==> config.mk <==
export PLATFORM = sky130hd
export DESIGN_NAME = pc_unit
export DESIGN_NICKNAME = d
export VERILOG_FILES = /design/src/rtl/pc_pkg.sv /design/src/rtl/return_addr_stack.sv /design/src/rtl/pc_unit.sv
export SDC_FILE = /design/constraint.sdc
export NUM_CORES = 1
export LEC_CHECK = 0
export ABC_AREA = 1
export CAP_MARGIN = 40
export CORE_MARGIN = 2
export CORE_UTILIZATION = 45
export CTS_BUF_LIST = sky130_fd_sc_hd__clkbuf_4 sky130_fd_sc_hd__clkbuf_8
export CTS_CLUSTER_DIAMETER = 100
export DETAILED_ROUTE_END_ITERATION = 7
export HOLD_SLACK_MARGIN = 0.08
export PLACE_DENSITY = 0.77
export RECOVER_POWER = 50
export SLEW_MARGIN = 30
export SYNTH_ARGS = -nofsm -noshare
export SYNTH_HDL_FRONTEND = slang
export SYNTH_HIERARCHICAL = 1
export SYNTH_SLANG_ARGS = --single-unit
==> constraint.sdc <==
create_clock -name clock -period 5.3 [get_ports clock]
set_input_delay 1.59 -clock clock [delete_from_list [all_inputs] [get_ports clock]]
set_output_delay 1.59 -clock clock [all_outputs]
set_load 0.01 [all_outputs]
==> src/rtl/pc_pkg.sv <==
// Shared definitions for the program-counter slice: next-PC source encoding
// and default vectors.
package pc_pkg;

  typedef enum logic [2:0] {
    SRC_SEQ,
    SRC_PEND,
    SRC_JUMP,
    SRC_RET,
    SRC_BRANCH,
    SRC_EXC
  } next_src_e;

  localparam logic [31:0] DEF_RESET_VECTOR = 32'h0000_0000;
  localparam logic [31:0] DEF_EXC_VECTOR   = 32'h8000_0180;
  localparam int          DEF_PC_STEP      = 4;

endpackage

==> src/rtl/return_addr_stack.sv <==
// Circular return-address stack: pushes past full overwrite the oldest entry,
// a simultaneous push/pop replaces the top in place.
module return_addr_stack #(
  parameter int ADDR_WIDTH = 32,
  parameter int RAS_DEPTH  = 4
) (
  input  logic                  clock,
  input  logic                  reset,
  input  logic                  push,
  input  logic                  pop,
  input  logic [ADDR_WIDTH-1:0] push_addr,
  output logic [ADDR_WIDTH-1:0] top_addr,
  output logic                  empty,
  output logic                  full
);

  localparam int PTR_W = $clog2(RAS_DEPTH);
  localparam int CNT_W = $clog2(RAS_DEPTH + 1);

  logic [ADDR_WIDTH-1:0] mem [RAS_DEPTH];
  logic [PTR_W-1:0]      top;
  logic [CNT_W-1:0]      count;
  logic                  swap;
  logic [PTR_W-1:0]      wr_idx;

  assign empty    = (count == '0);
  assign full     = (count == CNT_W'(RAS_DEPTH));
  assign top_addr = mem[top];

  // A pop on an empty stack is ignored, so push+pop then degrades to a push.
  assign swap   = push && pop && !empty;
  assign wr_idx = swap ? top : top + 1'b1;

  always_ff @(posedge clock or posedge reset) begin
    if (reset) begin
      top   <= '0;
      count <= '0;
    end else if (push && !swap) begin
      top <= top + 1'b1;
      if (!full) count <= count + 1'b1;
    end else if (pop && !push && !empty) begin
      top   <= top - 1'b1;
      count <= count - 1'b1;
    end
  end

  always_ff @(posedge clock) begin
    if (push) mem[wr_idx] <= push_addr;
  end

endmodule

==> src/rtl/pc_unit.sv <==
// Program counter with prioritised redirect sources, stall-deferred redirect
// and a return-address stack for call/return prediction.
module pc_unit
  import pc_pkg::*;
#(
  parameter int                    ADDR_WIDTH   = 32,
  parameter logic [ADDR_WIDTH-1:0] RESET_VECTOR = ADDR_WIDTH'(DEF_RESET_VECTOR),
  parameter logic [ADDR_WIDTH-1:0] EXC_VECTOR   = ADDR_WIDTH'(DEF_EXC_VECTOR),
  parameter int                    PC_STEP      = DEF_PC_STEP,
  parameter int                    RAS_DEPTH    = 4
) (
  input  logic                  clock,
  input  logic                  reset,
  input  logic                  stall,
  input  logic                  exception,
  input  logic                  branch_taken,
  input  logic [ADDR_WIDTH-1:0] branch_target,
  input  logic                  jump_en,
  input  logic [ADDR_WIDTH-1:0] jump_target,
  input  logic                  ret_pop,
  input  logic                  link_push,
  input  logic [ADDR_WIDTH-1:0] link_addr,
  output logic [ADDR_WIDTH-1:0] inst_address,
  output logic [ADDR_WIDTH-1:0] pc_plus_step,
  output logic                  misaligned,
  output logic                  ras_empty,
  output logic                  ras_full
);

  next_src_e             src;
  logic                  redir_any;
  logic [ADDR_WIDTH-1:0] ras_top;
  logic [ADDR_WIDTH-1:0] ret_tgt;
  logic [ADDR_WIDTH-1:0] redir_tgt;
  logic [ADDR_WIDTH-1:0] next_pc;
  logic                  pend_vld;
  logic [ADDR_WIDTH-1:0] pend_tgt;

  return_addr_stack #(
    .ADDR_WIDTH(ADDR_WIDTH),
    .RAS_DEPTH (RAS_DEPTH)
  ) u_ras (
    .clock    (clock),
    .reset    (reset),
    .push     (link_push),
    .pop      (ret_pop),
    .push_addr(link_addr),
    .top_addr (ras_top),
    .empty    (ras_empty),
    .full     (ras_full)
  );

  assign pc_plus_step = inst_address + ADDR_WIDTH'(PC_STEP);
  assign misaligned   = (inst_address[1:0] != 2'b00);
  assign redir_any    = branch_taken || ret_pop || jump_en;
  assign ret_tgt      = ras_empty ? jump_target : ras_top;

  always_comb begin
    src = SRC_SEQ;
    if (exception)         src = SRC_EXC;
    else if (branch_taken) src = SRC_BRANCH;
    else if (ret_pop)      src = SRC_RET;
    else if (jump_en)      src = SRC_JUMP;
    else if (pend_vld)     src = SRC_PEND;
  end

  // Redirect target among the sources that may be deferred by a stall.
  always_comb begin
    redir_tgt = jump_target;
    if (branch_taken) redir_tgt = branch_target;
    else if (ret_pop) redir_tgt = ret_tgt;
  end

  always_comb begin
    next_pc = pc_plus_step;
    case (src)
      SRC_EXC:                     next_pc = EXC_VECTOR;
      SRC_BRANCH, SRC_RET, SRC_JUMP: next_pc = redir_tgt;
      SRC_PEND:                    next_pc = pend_tgt;
      default:                     next_pc = pc_plus_step;
    endcase
  end

  always_ff @(posedge clock or posedge reset) begin
    if (reset) begin
      inst_address <= RESET_VECTOR;
      pend_vld     <= 1'b0;
    end else if (exception) begin
      inst_address <= EXC_VECTOR;
      pend_vld     <= 1'b0;
    end else if (stall) begin
      if (redir_any) pend_vld <= 1'b1;
    end else begin
      inst_address <= next_pc;
      pend_vld     <= 1'b0;
    end
  end

  // Target payload is qualified by pend_vld, so it needs no reset.
  always_ff @(posedge clock) begin
    if (stall && !exception && redir_any) pend_tgt <= redir_tgt;
  end

endmodule

==> results list, run 1 <==
- The path with the worst hold slack has its endpoint at pend_vld.
- In the global route stage, overall resource usage came out at 22.2%.
- The first routing iteration left 697 violations.
- Count of TritonRoute iterations in the first routing pass: 5
- Net load switching power: 1760 uW
* RePlAce Congestion: 0.934
- Yosys warns: 6
- Worst min path class: reg -> reg
- In this run the vertical extent of the chip is 152 um.
* GR Layer Usage met3: 2.90%
- In this run the power density over the cells is 388 mW/mm2.
- Filler instances: 1,894
* Critical path data arrival time: 2.73 ns
- Buffer depth of the longest clock path: 2
- Clock transition at the registers of the reported paths: 0.11 ns
* Most frequently used cell type in the post-synthesis netlist: nand2_1
* Die area: 0.0230 mm2
- The worst path uses 81.5% of the clock period.
* Crit path buf inv count: 2
* Antenna viol nets, final: 0
- # H-tree levels: 4
* Internal power consumption: 2980 uW
- Combinational power share: 33.1%
- Among all flip-flop cells after synthesis, the most frequent one is edfxtp_1.
- Post-layout net count: 1,335
- In this run, post-CTS repair resized a total of 0 instances.
* Share of final-layout standard cells stronger than drive strength 1: 8.13%
- The clock network is responsible for 21.3% of the overall power.
- Top cells by instance count after synthesis: nand2_1 (276), edfxtp_1 (160), nor2_1 (123)
* Number of global-route vias before repair: 7,454
- In this run the most critical hold path is launched from pend_vld.
- Of all nets on the critical path, the largest fanout is 6.
- Global-route met2 utilization: 36.7%
* Share of the synthesized area in the top cell type: 49.0%
* Via density per instance: 5.21
- Static leakage: 0.00470 uW
* Critical path type: reg -> out
- For this run, global-route usage on met1 was measured as 30.2%.
* Number of distinct library cells after synthesis: 37
- Register-to-register setup slack: 2.69 ns
- The later pin in the worst-skew pair is clocked with a latency of 0.48 ns.
- Worst slack, placed: 1.23 ns
- The smallest clock period supported by the final layout is computed as 4.32 ns.
* Ordered cell list for the critical path: nand2_1 > nor2_2 > inv_1 > nor3_1 > nand2_1 > nand2_1 > and2_1 > clkdlybuf4s50_1
* Endpoints failing setup: 0
- Synthesized area: 0.00980 mm2
* Cells after Synth: 1,068
- Pin placement for this block handled 171 I/O pins.
- Number of setup buffers added after CTS: 0
- Slew HR: -28.1%
- Synthesis inferred 198 register bits.
- Setup repair after global routing missed its margin: no
- TritonCTS clock tree: done
* Overall via count from detail_route: 7,932
- IR analysis of the VDD net gives a maximum drop of 264 uV.
* Routing layer with the top usage in global route: met2
- Synth-to-Final Area Change: 24.6%
- Detailed-route wire length per cell: 16.6 um
- The total overflow left after global routing is 0.
* Pin count of the biggest net entering global routing: 65
* Fmax: 0.232 GHz
- DP HPWL: 18,600 um
- Violations in the final reports: max-capacitance violations, max-slew violations
* Category of the worst setup path capture point: output port
* Final Hold Violating Endpoints: 0
- Least setup slack across all paths after layout: 0.981 ns
* Global-route wire length before repair: 38,700 um
- Final Max Slew Viols: 67
- After floorplanning, the core was divided into 54 placement rows.
* Synth top area cells: edfxtp_1 (49%), nand2_1 (11%), dfrtp_1 (9.7%)
- Quantity of hold-fixing buffers added after cts: 0
* R2R cell count: 7
- Wirelength, routed: 25,300 um
- Clock skew on the completed layout was measured at 0.0204 ns.
* Worst-path cell with the longest stage delay: clkdlybuf4s50_1
- Root Buffer Master: clkbuf_8
- Total power after layout: 4730 uW
- In this run the critical register-to-register path is captured at u_ras/mem[2][19].
* Antenna diodes: 0
- Number of sinks handled by clock tree synthesis: 198
- In this design, the critical path's most frequently occurring cell is nand2_1.
- Die width: 152 um
- The worst register-to-register path begins at u_ras/top[1].
* Syn Area/Cell: 9.18 um2
* Max-Cap Viols: 2
- Max stage delay on crit path: 0.55 ns
- Run status: finished, violations left
- After detailed routing, the number of remaining DRC violations is 0.
- Worst Tran Pin Value: 1.92 ns
- Portion of the post-synthesis area used by sequential elements: 58.7%
* Part of the power in registers: 45.6%
- Critical path launch point type: flip-flop
- Adding up every negative setup slack in the final design gives 0 ns.
* Instance count after placement with tap cells included: 1,488
- The biggest area contributor in the post-synthesis netlist is edfxtp_1.
- The number of nets in the synthesized netlist is 1,174.
- Counting flops with a built-in enable in the synthesized netlist gives 160.
- Number of standard cells in the layout, taps in and fillers out: 1,522
- For the worst setup path, the data required time is 3.71 ns.
- Hold depth: 2
- Antenna violations before repair: 0
- Core outline area: 0.0216 mm2
- Net switching is 37.1% of the power.
* Share of flip-flops with an asynchronous set or reset after synthesis: 19.2%
- Kind of cell adding the most delay to the critical path: simple AND/OR/NAND/NOR gates
- The initial utilization of the core area, before any placement, comes to 45.3%.
* IO buf count: 170
* Clock buffers created by TritonCTS: 17
## how the worst max path moves through the flow
stage	start	slack [ns]	cells after the start	to
final	inst_address[7]	0.98	8	pc_plus_step[27]
after global routing	inst_address[3]	0.74	9	pc_plus_step[28]
after CTS	inst_address[3]	0.95	9	pc_plus_step[28]
after detailed placement	ret_pop	1.23	8	u_ras/mem[1][4]
after global placement	ret_pop	1.29	8	u_ras/mem[1][6]
after floorplan	link_push	1.39	6	u_ras/mem[1][0]
## metal layers
metal  share of wire, %  routed length, um
met2                 47              12000
met3                6.5               1630
met1                 44              11000
met5                  0                  0
met4                2.6                664
## cells by family (layout without fill, tap and decap cells)
| family | Yosys count | after routing | synth area share, % |
|---|---|---|---|
| simple gates | 578 | 578 | 26.0 |
| buf+inv | 121 | 295 | 5.16 |
| fa+ha+maj | 2 | 2 | 0.255 |
| compound gates | 157 | 157 | 8.78 |
| flops | 198 | 198 | 58.7 |
| xor+xnor | 12 | 12 | 1.15 |
## layout by cell type (no fill, tap or decap), types with 6 or more instances in the layout
cell type and instances:
nand2_1 278, edfxtp_1 160, clkdlybuf4s50_1 136, nor2_1 120, o21ai_0 89, nand3_1 87, inv_1 65, dfrtp_1 38
dlygate4sd3_1 34, o22ai_1 33, or2_2 23, and2_1 21, a21oi_1 18, clkbuf_8 17, buf_4 14, and2_0 11
xor2_1 10, nand2_2 8, nor2_2 8, o21ai_1 6, nor3_1 6
## area by class of cell
cell class                 instances  area [um2]  area share (%)
clock inverter                    15         193            1.58
multi-input combinational        749        3520            28.8
sequential                       198        5760            47.1
timing repair buffer             192        1890            15.5
inverter                          71         269            2.20
tap                              280         350            2.87
clock buffer                      17         234            1.92
## sequential cells by signal, summed over array words and instances (netlist names)
| signal | flops |
|---|---|
| u_ras/mem | 128 |
| pend_tgt | 32 |
| u_ras/count | 3 |
| pend_vld | 1 |
| inst_address | 32 |
| u_ras/top | 2 |
## power groups by stage
stage	registers (uW)	clock network, uW	logic [uW]
floorplan	2180	0	992
global placement	2200	0	1490
detailed placement	2220	0	1540
CTS	2180	1030	1550
global route	2190	1070	1740
finish	2160	1010	1570
## stage by stage
step	hold slack [ns]	utilization, %	instance area, um2
finish	0.514	56.5	12200
global route	0.576	56.5	12200
CTS	0.516	56.6	12200
detailed placement	0.490	54.6	11800
global placement	0.492	54.5	11800
floorplan	0.467	-	9800
## worst register-to-register path, stage by stage (launching register included)
cell and delay (ns):
dfrtp_1 0.38, buf_4 0.36, xor2_1 0.22, inv_1 0.09
nand2_1 0.06, o21ai_1 0.10, nor2_1 0.57, buf_4 0.47
No activity file was read; power rests on OpenSTA's default activity.
==> run 2: changes to the inputs <==
--- a/config.mk
+++ b/config.mk
@@ -13,7 +13,7 @@
 export CTS_CLUSTER_DIAMETER = 100
 export DETAILED_ROUTE_END_ITERATION = 7
 export HOLD_SLACK_MARGIN = 0.08
-export PLACE_DENSITY = 0.77
+export PLACE_DENSITY = 0.79
 export RECOVER_POWER = 50
 export SLEW_MARGIN = 30
 export SYNTH_ARGS = -nofsm -noshare
==> constraint.sdc (replaced) <==
create_clock -name clock -period 3.5 [get_ports clock]
set_input_delay 1.05 -clock clock [delete_from_list [all_inputs] [get_ports clock]]
set_output_delay 1.05 -clock clock [all_outputs]
set_load 0.01 [all_outputs]
==> run 2 against run 1 <==
The run now ends clean. Flip-flop and latch count stayed put. Combinational power is 59% higher. Clock-buffer cell count is 1 higher. Routed wire length is 2.3% higher. Setup slack worse by 0.86 ns. Non-clock buffer count is 32 higher. Sequential share of layout area is 1.4 points lower. Critical endpoint is now pc_plus_step[16]. Largest power group unchanged.
==> results list, run 2 (same netlist as run 1, synthesis figures left out) <==
- TritonCTS built the clock tree.
- Number of sinks handled by clock tree synthesis: 198
- STA puts the critical path data arrival time at 2.33 ns.
* # H-tree levels: 4
* Post-Place Cell Area: 0.0119 mm2
- Quantity of hold-fixing buffers added after cts: 0
- Summed over all layers, the routed wires come to 25,900 um.
- The flow ran to the end, and the final reports show no timing, DRC or antenna violations.
- Height of the chip: 152 um
- Violation count after the first detailed-route iteration: 669
* GRT Resource Usage Total: 22.7%
* Worst reg2reg path endpoint: inst_address[12]
- Setup repair after global routing missed its margin: yes
- Die area: 0.0230 mm2
- For this run, the top clock speed supported by timing is 0.296 GHz.
* Launching point of the worst reg2reg path: u_ras/count[0]
* Overall via count from detail_route: 8,108
* Worst Tran Pin Value: 1.28 ns
- Of all nets on the critical path, the largest fanout is 5.
* Core outline area: 0.0216 mm2
* PwrDens: 572 mW/mm2
- The worst setup path is launched from a flip-flop.
- Global-route wire length before repair: 39,600 um
- Before CTS, the worst setup slack after placement is 0.303 ns.
- For this design the static power due to leakage is 0.00501 uW.
* Worst min path class: reg -> reg
- In this run the tightest slew margin relative to its limit is 15.0%.
- Initial standard-cell utilization of the core: 45.3%
* Final hold slack: 0.529 ns
- Endpoints failing setup: 0
- Max-Cap Viols: 0
- The register with the most flip-flops in the layout has 128 of them.
* Number of rows in the core area: 54
- Ratio of final minimum period to clock period: 96.6%
- The die is 152 um wide.
- End point of the critical path: pc_plus_step[16]
* Antenna violations before repair: 0
- Across the whole layout, storage elements account for 0.00578 mm2.
- Synth-to-Final Area Change: 28.9%
* Register-to-register setup slack: 0.84 ns
* Antenna diodes: 0
- IO buf count: 170
* Least setup slack across all paths after layout: 0.118 ns
- Total non-filler cell area in the finished layout: 0.0126 mm2
- Once detail routing completed, the nets flagged for antenna violations numbered 0.
- R2R cell count: 12
* Leading cell types in the layout, fill and taps excluded: nand2_1 (273), edfxtp_1 (160), clkdlybuf4s50_1 (126)
- Share of final-layout standard cells stronger than drive strength 1: 13.9%
- Global-route congestion overflow total: 0
- Required time worst endpoint: 2.45 ns
* Clock buffers created by TritonCTS: 17
* Via density per instance: 5.22
- The setup path with the least slack is of type reg -> out.
- In the final layout, the multi-input gates occupy 0.00363 mm2.
* Clock transition at the registers of the reported paths: 0.12 ns
* Buffer depth of the longest clock path: 2
- Final Max Slew Viols: 0
- The library cell used most frequently in the layout, excluding fill and tap cells, is nand2_1.
- RePlAce Congestion: 0.938
* Num ports: 171
* Filler instances: 1,906
- IR analysis of the VDD net gives a maximum drop of 442 uV.
- Worst Setup SP: inst_address[2]
- Final Hold Violating Endpoints: 0
- Once detailed placement completed, the half-perimeter wirelength came to 19,000 um.
- Detailed-route DRC error count: 0
- Number of global-route vias before repair: 7,504
- Count of TritonRoute iterations in the first routing pass: 5
- Shortest period the worst path allows: 3.38 ns
* Final sum of negative setup slack: 0 ns
* Latest clock arrival within the worst-skew pair: 0.48 ns
* Category of the worst setup path capture point: output port
- Post-route core utilization: 58.5%
- Pin count of the biggest net entering global routing: 67
* Post-layout net count: 1,367
- Dividing the detail-routed wire length by the instance count gives 16.6 um.
* Clock Skews: 0.0252 ns
- u_ras/mem holds more flip-flops than any other register.
- In this run the clock root is driven by a clkbuf_8.
* Registers with the highest flip-flop counts: u_ras/mem x128, inst_address x32, pend_tgt x32
run 2: cell types whose count changed in the layout (fill, tap and decap cells not counted), moves of 6 or more:
| cell | change |
|---|---|
| dfrtp_2 | +19 |
| dlymetal6s2s_1 | +6 |
| nor2_2 | +9 |
| buf_4 | +31 |
| clkdlybuf4s50_1 | -10 |
| nor2_1 | -14 |
| dfrtp_1 | -19 |
run 2: power breakdown:
group	switching, uW	internal [uW]
Combinational	1550	935
Sequential	178	3100
Clock	904	557
Total	2630	4590
run 2: repair_timing:
action	CTS	global route
endpoints found under the setup margin	13	11
setup buffers	4	22
pin swaps	1	3
gates resized for setup	24	34
run 2: how the worst min path moves through the flow:
stage / start / depth (start not counted) / end
detailed placement: pend_vld / 2 / pend_vld
CTS: pend_vld / 2 / pend_vld
floorplan: pend_vld / 2 / pend_vld
global placement: pend_vld / 2 / pend_vld
finish: pend_vld / 2 / pend_vld
global route: inst_address[14] / 2 / inst_address[14]
run 2: per-stage QoR:
stage | total power [uW] | instances
3_3_place_gp | 5680 | 1495
5_1_grt | 7650 | 1554
3_5_place_dp | 5800 | 1496
2_1_floorplan | 4810 | 1068
4_1_cts | 7250 | 1532
6_report | 7230 | 1554
run 2: cell type report:
class                      count  share of cell area, %
clock inverter                14                   1.41
tap                          280                   2.77
timing repair buffer         224                   17.3
clock buffer                  18                   1.91
sequential                   198                   45.7
multi-input combinational    749                   28.7
inverter                      71                   2.16
run 2: routing by layer:
layer	vias up	share of wire (%)	wire, um	GRT usage (%)
met5	-	0	0	0
met4	0	2.4	633	7.36
li1	3977	-	-	-
met3	39	6.0	1540	3.56
met2	269	48	12500	37.6
met1	3823	43	11200	30.8
run 2: critical path, cell delays in order, from the launching register on:
cell             delay, ns
dfrtp_1               0.39
ha_1                  0.18
nand2_1               0.11
nor2_4                0.17
nand2_2               0.13
o21bai_1              0.21
and2_1                0.15
clkdlybuf4s50_1       0.52
